<file path="src/rtl/vga_pkg.sv">
// Shared constants and phase type for the VGA raster timing generator.
// Defaults describe 640x480@60 with a 25 MHz pixel rate.
package vga_pkg;

  localparam int DEF_ACTIVE_COLS = 640;
  localparam int DEF_ACTIVE_ROWS = 480;
  localparam int DEF_H_FP        = 16;
  localparam int DEF_H_SYNC      = 96;
  localparam int DEF_H_BP        = 48;
  localparam int DEF_V_FP        = 10;
  localparam int DEF_V_SYNC      = 2;
  localparam int DEF_V_BP        = 33;
  localparam bit DEF_SYNC_POL    = 1'b0;

  localparam int DEF_H_TOTAL = DEF_ACTIVE_COLS + DEF_H_FP + DEF_H_SYNC + DEF_H_BP;
  localparam int DEF_V_TOTAL = DEF_ACTIVE_ROWS + DEF_V_FP + DEF_V_SYNC + DEF_V_BP;

  typedef enum logic [1:0] {
    PH_ACTIVE,
    PH_FP,
    PH_SYNC,
    PH_BP
  } phase_t;

endpackage

</file>
<file path="src/rtl/vga_axis_counter.sv">
// One raster axis: position counter plus ACTIVE/FP/SYNC/BP phase FSM.
// The phase FSM state is exported on the phase output.
module vga_axis_counter
  import vga_pkg::*;
#(
  parameter int ACTIVE = 640,
  parameter int FP     = 16,
  parameter int SYNC   = 96,
  parameter int BP     = 48,
  localparam int TOTAL = ACTIVE + FP + SYNC + BP,
  localparam int CW    = $clog2(TOTAL)
) (
  input  logic          clk,
  input  logic          rst_n,
  input  logic          adv,
  output logic [CW-1:0] cnt,
  output phase_t        phase,
  output logic          wrap
);

  // Last count of each phase; the FSM leaves a phase after its final count.
  localparam logic [CW-1:0] ACT_END  = CW'(ACTIVE - 1);
  localparam logic [CW-1:0] FP_END   = CW'(ACTIVE + FP - 1);
  localparam logic [CW-1:0] SYNC_END = CW'(ACTIVE + FP + SYNC - 1);
  localparam logic [CW-1:0] LAST     = CW'(TOTAL - 1);

  logic [CW-1:0] cnt_nxt;
  phase_t        phase_nxt;

  assign wrap = (cnt == LAST);

  always_comb begin
    cnt_nxt   = wrap ? '0 : cnt + 1'b1;
    phase_nxt = phase;
    case (phase)
      PH_ACTIVE: if (cnt == ACT_END)  phase_nxt = PH_FP;
      PH_FP:     if (cnt == FP_END)   phase_nxt = PH_SYNC;
      PH_SYNC:   if (cnt == SYNC_END) phase_nxt = PH_BP;
      PH_BP:     if (cnt == LAST)     phase_nxt = PH_ACTIVE;
      default:                        phase_nxt = PH_ACTIVE;
    endcase
  end

  always_ff @(posedge clk or negedge rst_n) begin
    if (!rst_n) begin
      cnt   <= '0;
      phase <= PH_ACTIVE;
    end else if (adv) begin
      cnt   <= cnt_nxt;
      phase <= phase_nxt;
    end
  end

endmodule

</file>
<file path="src/rtl/vga_timing_gen.sv">
// VGA raster timing source: registered hsync/vsync/active/row/col and line/frame pulses.
// Optional frame counter enabled by defining VGA_TIMING_FRAME_CNT_EN.
module vga_timing_gen
  import vga_pkg::*;
#(
  parameter int ACTIVE_COLS = DEF_ACTIVE_COLS,
  parameter int ACTIVE_ROWS = DEF_ACTIVE_ROWS,
  parameter int H_FP        = DEF_H_FP,
  parameter int H_SYNC      = DEF_H_SYNC,
  parameter int H_BP        = DEF_H_BP,
  parameter int V_FP        = DEF_V_FP,
  parameter int V_SYNC      = DEF_V_SYNC,
  parameter int V_BP        = DEF_V_BP,
  parameter bit SYNC_POL    = DEF_SYNC_POL
) (
  input  logic                           clk,
  input  logic                           rst_n,
  input  logic                           pix_en,
  output logic                           hsync,
  output logic                           vsync,
  output logic                           active,
  output logic [$clog2(ACTIVE_ROWS)-1:0] row,
  output logic [$clog2(ACTIVE_COLS)-1:0] col,
  output logic                           line_start,
  output logic                           frame_start,
  output logic [7:0]                     frame_cnt
);

  localparam int HW    = $clog2(ACTIVE_COLS + H_FP + H_SYNC + H_BP);
  localparam int VW    = $clog2(ACTIVE_ROWS + V_FP + V_SYNC + V_BP);
  localparam int ROW_W = $clog2(ACTIVE_ROWS);
  localparam int COL_W = $clog2(ACTIVE_COLS);

  logic [HW-1:0] h_cnt;
  logic [VW-1:0] v_cnt;
  phase_t        h_phase;
  phase_t        v_phase;
  logic          h_wrap;
  logic          unused_v_wrap;
  logic          vis;
  logic          at_line0;
  logic          at_frame0;

  vga_axis_counter #(
    .ACTIVE (ACTIVE_COLS),
    .FP     (H_FP),
    .SYNC   (H_SYNC),
    .BP     (H_BP)
  ) u_h_axis (
    .clk   (clk),
    .rst_n (rst_n),
    .adv   (pix_en),
    .cnt   (h_cnt),
    .phase (h_phase),
    .wrap  (h_wrap)
  );

  // Vertical axis steps once per line, on the horizontal wrap.
  vga_axis_counter #(
    .ACTIVE (ACTIVE_ROWS),
    .FP     (V_FP),
    .SYNC   (V_SYNC),
    .BP     (V_BP)
  ) u_v_axis (
    .clk   (clk),
    .rst_n (rst_n),
    .adv   (pix_en && h_wrap),
    .cnt   (v_cnt),
    .phase (v_phase),
    .wrap  (unused_v_wrap)
  );

  assign vis       = (h_phase == PH_ACTIVE) && (v_phase == PH_ACTIVE);
  assign at_line0  = (h_cnt == '0);
  assign at_frame0 = at_line0 && (v_cnt == '0);

  always_ff @(posedge clk or negedge rst_n) begin
    if (!rst_n) begin
      hsync       <= ~SYNC_POL;
      vsync       <= ~SYNC_POL;
      active      <= 1'b0;
      row         <= '0;
      col         <= '0;
      line_start  <= 1'b0;
      frame_start <= 1'b0;
    end else begin
      // Pulses are strictly one clock wide, even when pix_en stays low afterwards.
      line_start  <= pix_en && at_line0;
      frame_start <= pix_en && at_frame0;
      if (pix_en) begin
        hsync  <= (h_phase == PH_SYNC) ? SYNC_POL : ~SYNC_POL;
        vsync  <= (v_phase == PH_SYNC) ? SYNC_POL : ~SYNC_POL;
        active <= vis;
        row    <= vis ? v_cnt[ROW_W-1:0] : '0;
        col    <= vis ? h_cnt[COL_W-1:0] : '0;
      end
    end
  end

`ifdef VGA_TIMING_FRAME_CNT_EN
  always_ff @(posedge clk or negedge rst_n) begin
    if (!rst_n) begin
      frame_cnt <= '0;
    end else if (pix_en && at_frame0) begin
      frame_cnt <= frame_cnt + 8'd1;
    end
  end
`else
  assign frame_cnt = '0;
`endif

endmodule

</file>
<file path="config.mk">
export PLATFORM = sky130hd
export DESIGN_NAME = vga_timing_gen
export DESIGN_NICKNAME = d
export VERILOG_FILES = /design/src/rtl/vga_pkg.sv /design/src/rtl/vga_axis_counter.sv /design/src/rtl/vga_timing_gen.sv
export SDC_FILE = /design/constraint.sdc
export NUM_CORES = 1
export LEC_CHECK = 0
export CAP_MARGIN = 0
export CELL_PAD_IN_SITES_DETAIL_PLACEMENT = 0
export CELL_PAD_IN_SITES_GLOBAL_PLACEMENT = 1
export CORE_AREA = 2 2 94 69
export DETAILED_ROUTE_END_ITERATION = 7
export DIE_AREA = 0 0 96 71
export GPL_TIMING_DRIVEN = 0
export PLACE_DENSITY_LB_ADDON = 0.1
export SYNTH_ARGS = -nofsm -noshare
export SYNTH_HDL_FRONTEND = slang
export SYNTH_SLANG_ARGS = --single-unit
</file>
<file path="constraint.sdc">
create_clock -name clk -period 2.4 [get_ports clk]
set_input_delay 0.6 -clock clk [delete_from_list [all_inputs] [get_ports clk]]
set_output_delay 0.6 -clock clk [all_outputs]
set_load 0.01 [all_outputs]
</file>
==> run_results.csv <==
group,metric,value,unit
yosys,synth_ff_type,"sky130_fd_sc_hd__dfrtp_1",
timing,timing.final.ws_setup,0.164,ns
clock_network,tritoncts,"done",
setup_path,cp_data_arrival_time,2.42,ns
timing,final.period_utilization,93.1,%
clock_network,clock_sink_count,48,
route,routed_wire_length_per_instance,15.5,µm
global_routing,grt_pass1_wl,8.84,mm
timing,finalHoldViolations,0,
timing,grt_setup_unrepaired,"false",
hold_path,worstHoldPathType,"in2async",
setup_path,cp-end-kind,"register",
route,detail_route.wirelength,5.20,mm
timing,fin_skew,0.00653,ns
setup_path,regToRegEndpoint,"u_h_axis.phase[1]$_DFFE_PN0P_",
timing,finalSetupViolations,0,
setup_path,crit_required,2.59,ns
floorplan,die_area,6820,µm²
yosys,async_flop_share,100,%
global_routing,grt.total_usage,17.0,%
floorplan,fp.dieH,71,µm
clock_network,htree_num_levels,2,
setup_path,critical_path.max_fanout,4,
placed_design,pre_cts_ws,0.0933,ns
route,vias,1706,
timing,clock.fmax,447,MHz
floorplan,count_of_pins_on_the_block_boundary,35,
floorplan,die_width,96,µm
setup_path,kind_of_critical_path,"reg2reg",
clock_network,cts-buffers-inserted,5,
route,vias_per_cell,5.08,
yosys,synthesis.area,2390,µm²
power,powerDensity,618,nW/µm²
yosys,synth_enable_flop_cells,0,
yosys,ys_ff_latch,48,
power,leakage,1.34,nW
final_layout,antenna-diode-count,0,
placed_design,dp_hpwl,3.77,mm
floorplan,initial_utilization,39.9,%
timing,slew_violations,0,
placed_design,io_buffers,25,
floorplan,floorplan.core_area,5980,µm²
power,peak_supply_drop,0.000298,V
global_routing,grt_pass1_vias,1681,
yosys,synth.yosys.warnings,0,
final_layout,post_route_cells_drive_above_1_share,13.6,%
setup_path,timing.rr.start,"u_h_axis.cnt[0]$_DFFE_PN0P_",
global_routing,globalRoute.totalOverflow,0,
setup_path,cpPeakStageDelay,0.58,ns
final_layout,fillCellCount,571,
global_routing,grt_max_degree,33,
yosys,postSynthCellCount,216,
final_layout,finalNetCount,273,
floorplan,rows,24,
clock_network,clock_edge_transition_at_the_registers_on_the_reported_setup_and_hold_paths,0.09,ns
global_routing,grt_antenna_before_repair,0,
yosys,post_synth_num_cell_types,46,
clock_network,clk_root_buffer_cell,"sky130_fd_sc_hd__clkbuf_8",
setup_path,path_cells,"ha_1 -> nand3_1 -> or4b_1 -> nor3_1 -> o311a_1 -> mux2_1",
clock_network,clk_path_buf_depth,2,
placed_design,gp_congestion,0.811,
timing,slew_headroom,63.8,%
run_status,status,"finished clean",
yosys,syn-mean-instance-area,11.0,µm²
final_layout,most_common_library_cell_in_the_layout_ignoring_fill_and_taps,"sky130_fd_sc_hd__dfrtp_1",
clock_network,ctsHoldBuffers,0,
timing,transition_time_at_the_pin_with_the_least_slew_margin,0.544,ns
route,ant_nets,0,
route,drt_iter0_drc,107,
setup_path,crit_slowest_cell,"sky130_fd_sc_hd__or4b_1",
route,detail_route.first_pass.iterations,4,
yosys,ys_seq_area_share,50.4,%
setup_path,worstSetupStartpointType,"register",
run,drv_cap,0,
final_layout,area.growth.synth_to_final,21.8,%
power,total_power,1.80,mW
timing,min_period,2.24,ns
timing,finalSetupTns,0,ns
final_layout,most_frequent_cells_in_the_layout,"sky130_fd_sc_hd__dfrtp_1 (45), sky130_fd_sc_hd__clkdlybuf4s50_1 (24), sky130_fd_sc_hd__a22o_1 (18), sky130_fd_sc_hd__nand2_1 (14), sky130_fd_sc_hd__ha_1 (13)",
clock_network,clock_latency,0.30,ns
setup_path,regToRegSetupSlack,0.16,ns
route,detail_route.drc_violations,0,
setup_path,worst_r2r_path_depth,6,
==> cells by family (layout without fill, tap and decap cells) <==
logic type	after synthesis	in the layout	synth area share, %
compound gates	43	43	13.4
xor+xnor	12	12	4.72
simple gates	65	65	15.3
fa+ha+maj	13	13	6.82
other cells	1	8	0.157
flops	48	48	50.4
buf+inv	29	64	6.97
mux	5	5	2.20
==> critical path, delay by kind of cell, from the launching register on <==
kind                       cells  cell delay [ns]
adders and majority gates      1             0.20
DFF                            1             0.40
muxes                          1             0.33
AOI/OAI and AO/OA              1             0.24
and+or+nand+nor                3             0.93
==> cells in the mapped netlist, types with 2 or more instances <==
master	count	share of area [%]
sky130_fd_sc_hd__dfrtp_1	46	48
sky130_fd_sc_hd__a22o_1	18	6.6
sky130_fd_sc_hd__nand2_1	14	2.2
sky130_fd_sc_hd__ha_1	13	6.8
sky130_fd_sc_hd__inv_1	12	1.9
sky130_fd_sc_hd__nor2_1	12	1.9
sky130_fd_sc_hd__o21ai_0	11	2.3
sky130_fd_sc_hd__buf_4	9	2.8
sky130_fd_sc_hd__nand3_1	8	1.7
sky130_fd_sc_hd__nand4_1	8	2.1
sky130_fd_sc_hd__xnor2_1	7	2.6
sky130_fd_sc_hd__nand2b_1	4	1.0
sky130_fd_sc_hd__xor2_1	4	1.5
sky130_fd_sc_hd__and3_1	3	0.79
sky130_fd_sc_hd__buf_6	3	1.4
sky130_fd_sc_hd__clkbuf_1	3	0.47
sky130_fd_sc_hd__mux2i_1	3	1.3
sky130_fd_sc_hd__nor3_1	3	0.63
sky130_fd_sc_hd__a21oi_1	2	0.42
sky130_fd_sc_hd__dfstp_2	2	2.2
sky130_fd_sc_hd__nor4_1	2	0.52
sky130_fd_sc_hd__o31ai_1	2	0.63
sky130_fd_sc_hd__or3_4	2	0.94
sky130_fd_sc_hd__or4_1	2	0.63
sky130_fd_sc_hd__or4b_1	2	0.84
==> area by class of cell <==
class                   instances  area, µm²  area share (%)
inverters                      12       45.0            1.55
plain buffers                  17        121            4.18
flip-flops and latches         48       1200            41.5
clock buffers                   6       82.6            2.84
repair buffers                 27        273            9.39
multi-input cells             146       1040            35.9
clock inverters                 2       38.8            1.34
well taps                      78       97.6            3.36
==> flip-flops by register name, summed over array words and instances, names as in the netlist <==
| signal | count |
|---|---|
| row | 9 |
| vsync | 1 |
| active | 1 |
| frame_start | 1 |
| u_h_axis.cnt | 10 |
| u_v_axis.cnt | 10 |
| u_h_axis.phase | 2 |
| hsync | 1 |
| u_v_axis.phase | 2 |
| col | 10 |
| line_start | 1 |
==> power by group <==
part	internal, mW	switching (mW)	total, mW
Clock	0.341	0.284	0.625
Combinational	0.113	0.138	0.251
Sequential	0.861	0.0593	0.921
Total	1.32	0.482	1.80
==> layer usage <==
metal  up-vias  GRT usage, %  part of all wire (%)
li1        841             -                     -
met3         5          3.94                   4.6
met4         0          3.81                  0.77
met2        42          23.7                    39
met5         -             0                     0
met1       818          26.6                    55
==> per-stage QoR <==
step	utilization, %	area (µm²)	std cells	hold WS (ns)
final	48.6	2910	336	0.238
after global routing	48.6	2910	336	0.261
after CTS	48.5	2900	335	0.237
after detailed placement	46.4	2780	327	0.476
after global placement	46.2	2760	326	0.468
after floorplan	-	2410	223	0.304
==> what timing repair did <==
| action | 4_1_cts | 5_1_grt |
|---|---|---|
| resized for setup | 0 | 1 |
| buffers inserted | 0 | 1 |
| endpoints found under the setup margin | 0 | 2 |
==> how the worst max path moves through the flow <==
stage | startpoint | end | slack [ns]
after floorplan | pix_en | u_v_axis.cnt[5]$_DFFE_PN0P_ | 0.31
after detailed placement | pix_en | u_v_axis.cnt[5]$_DFFE_PN0P_ | 0.09
after CTS | u_h_axis.cnt[1]$_DFFE_PN0P_ | u_h_axis.phase[1]$_DFFE_PN0P_ | 0.13
after global routing | u_h_axis.cnt[0]$_DFFE_PN0P_ | u_h_axis.phase[1]$_DFFE_PN0P_ | 0.01
final | u_h_axis.cnt[0]$_DFFE_PN0P_ | u_h_axis.phase[1]$_DFFE_PN0P_ | 0.16
after global placement | rst_n | row[3]$_DFFE_PN0P_ | -0.71
No activity file was read; power rests on OpenSTA's default activity.
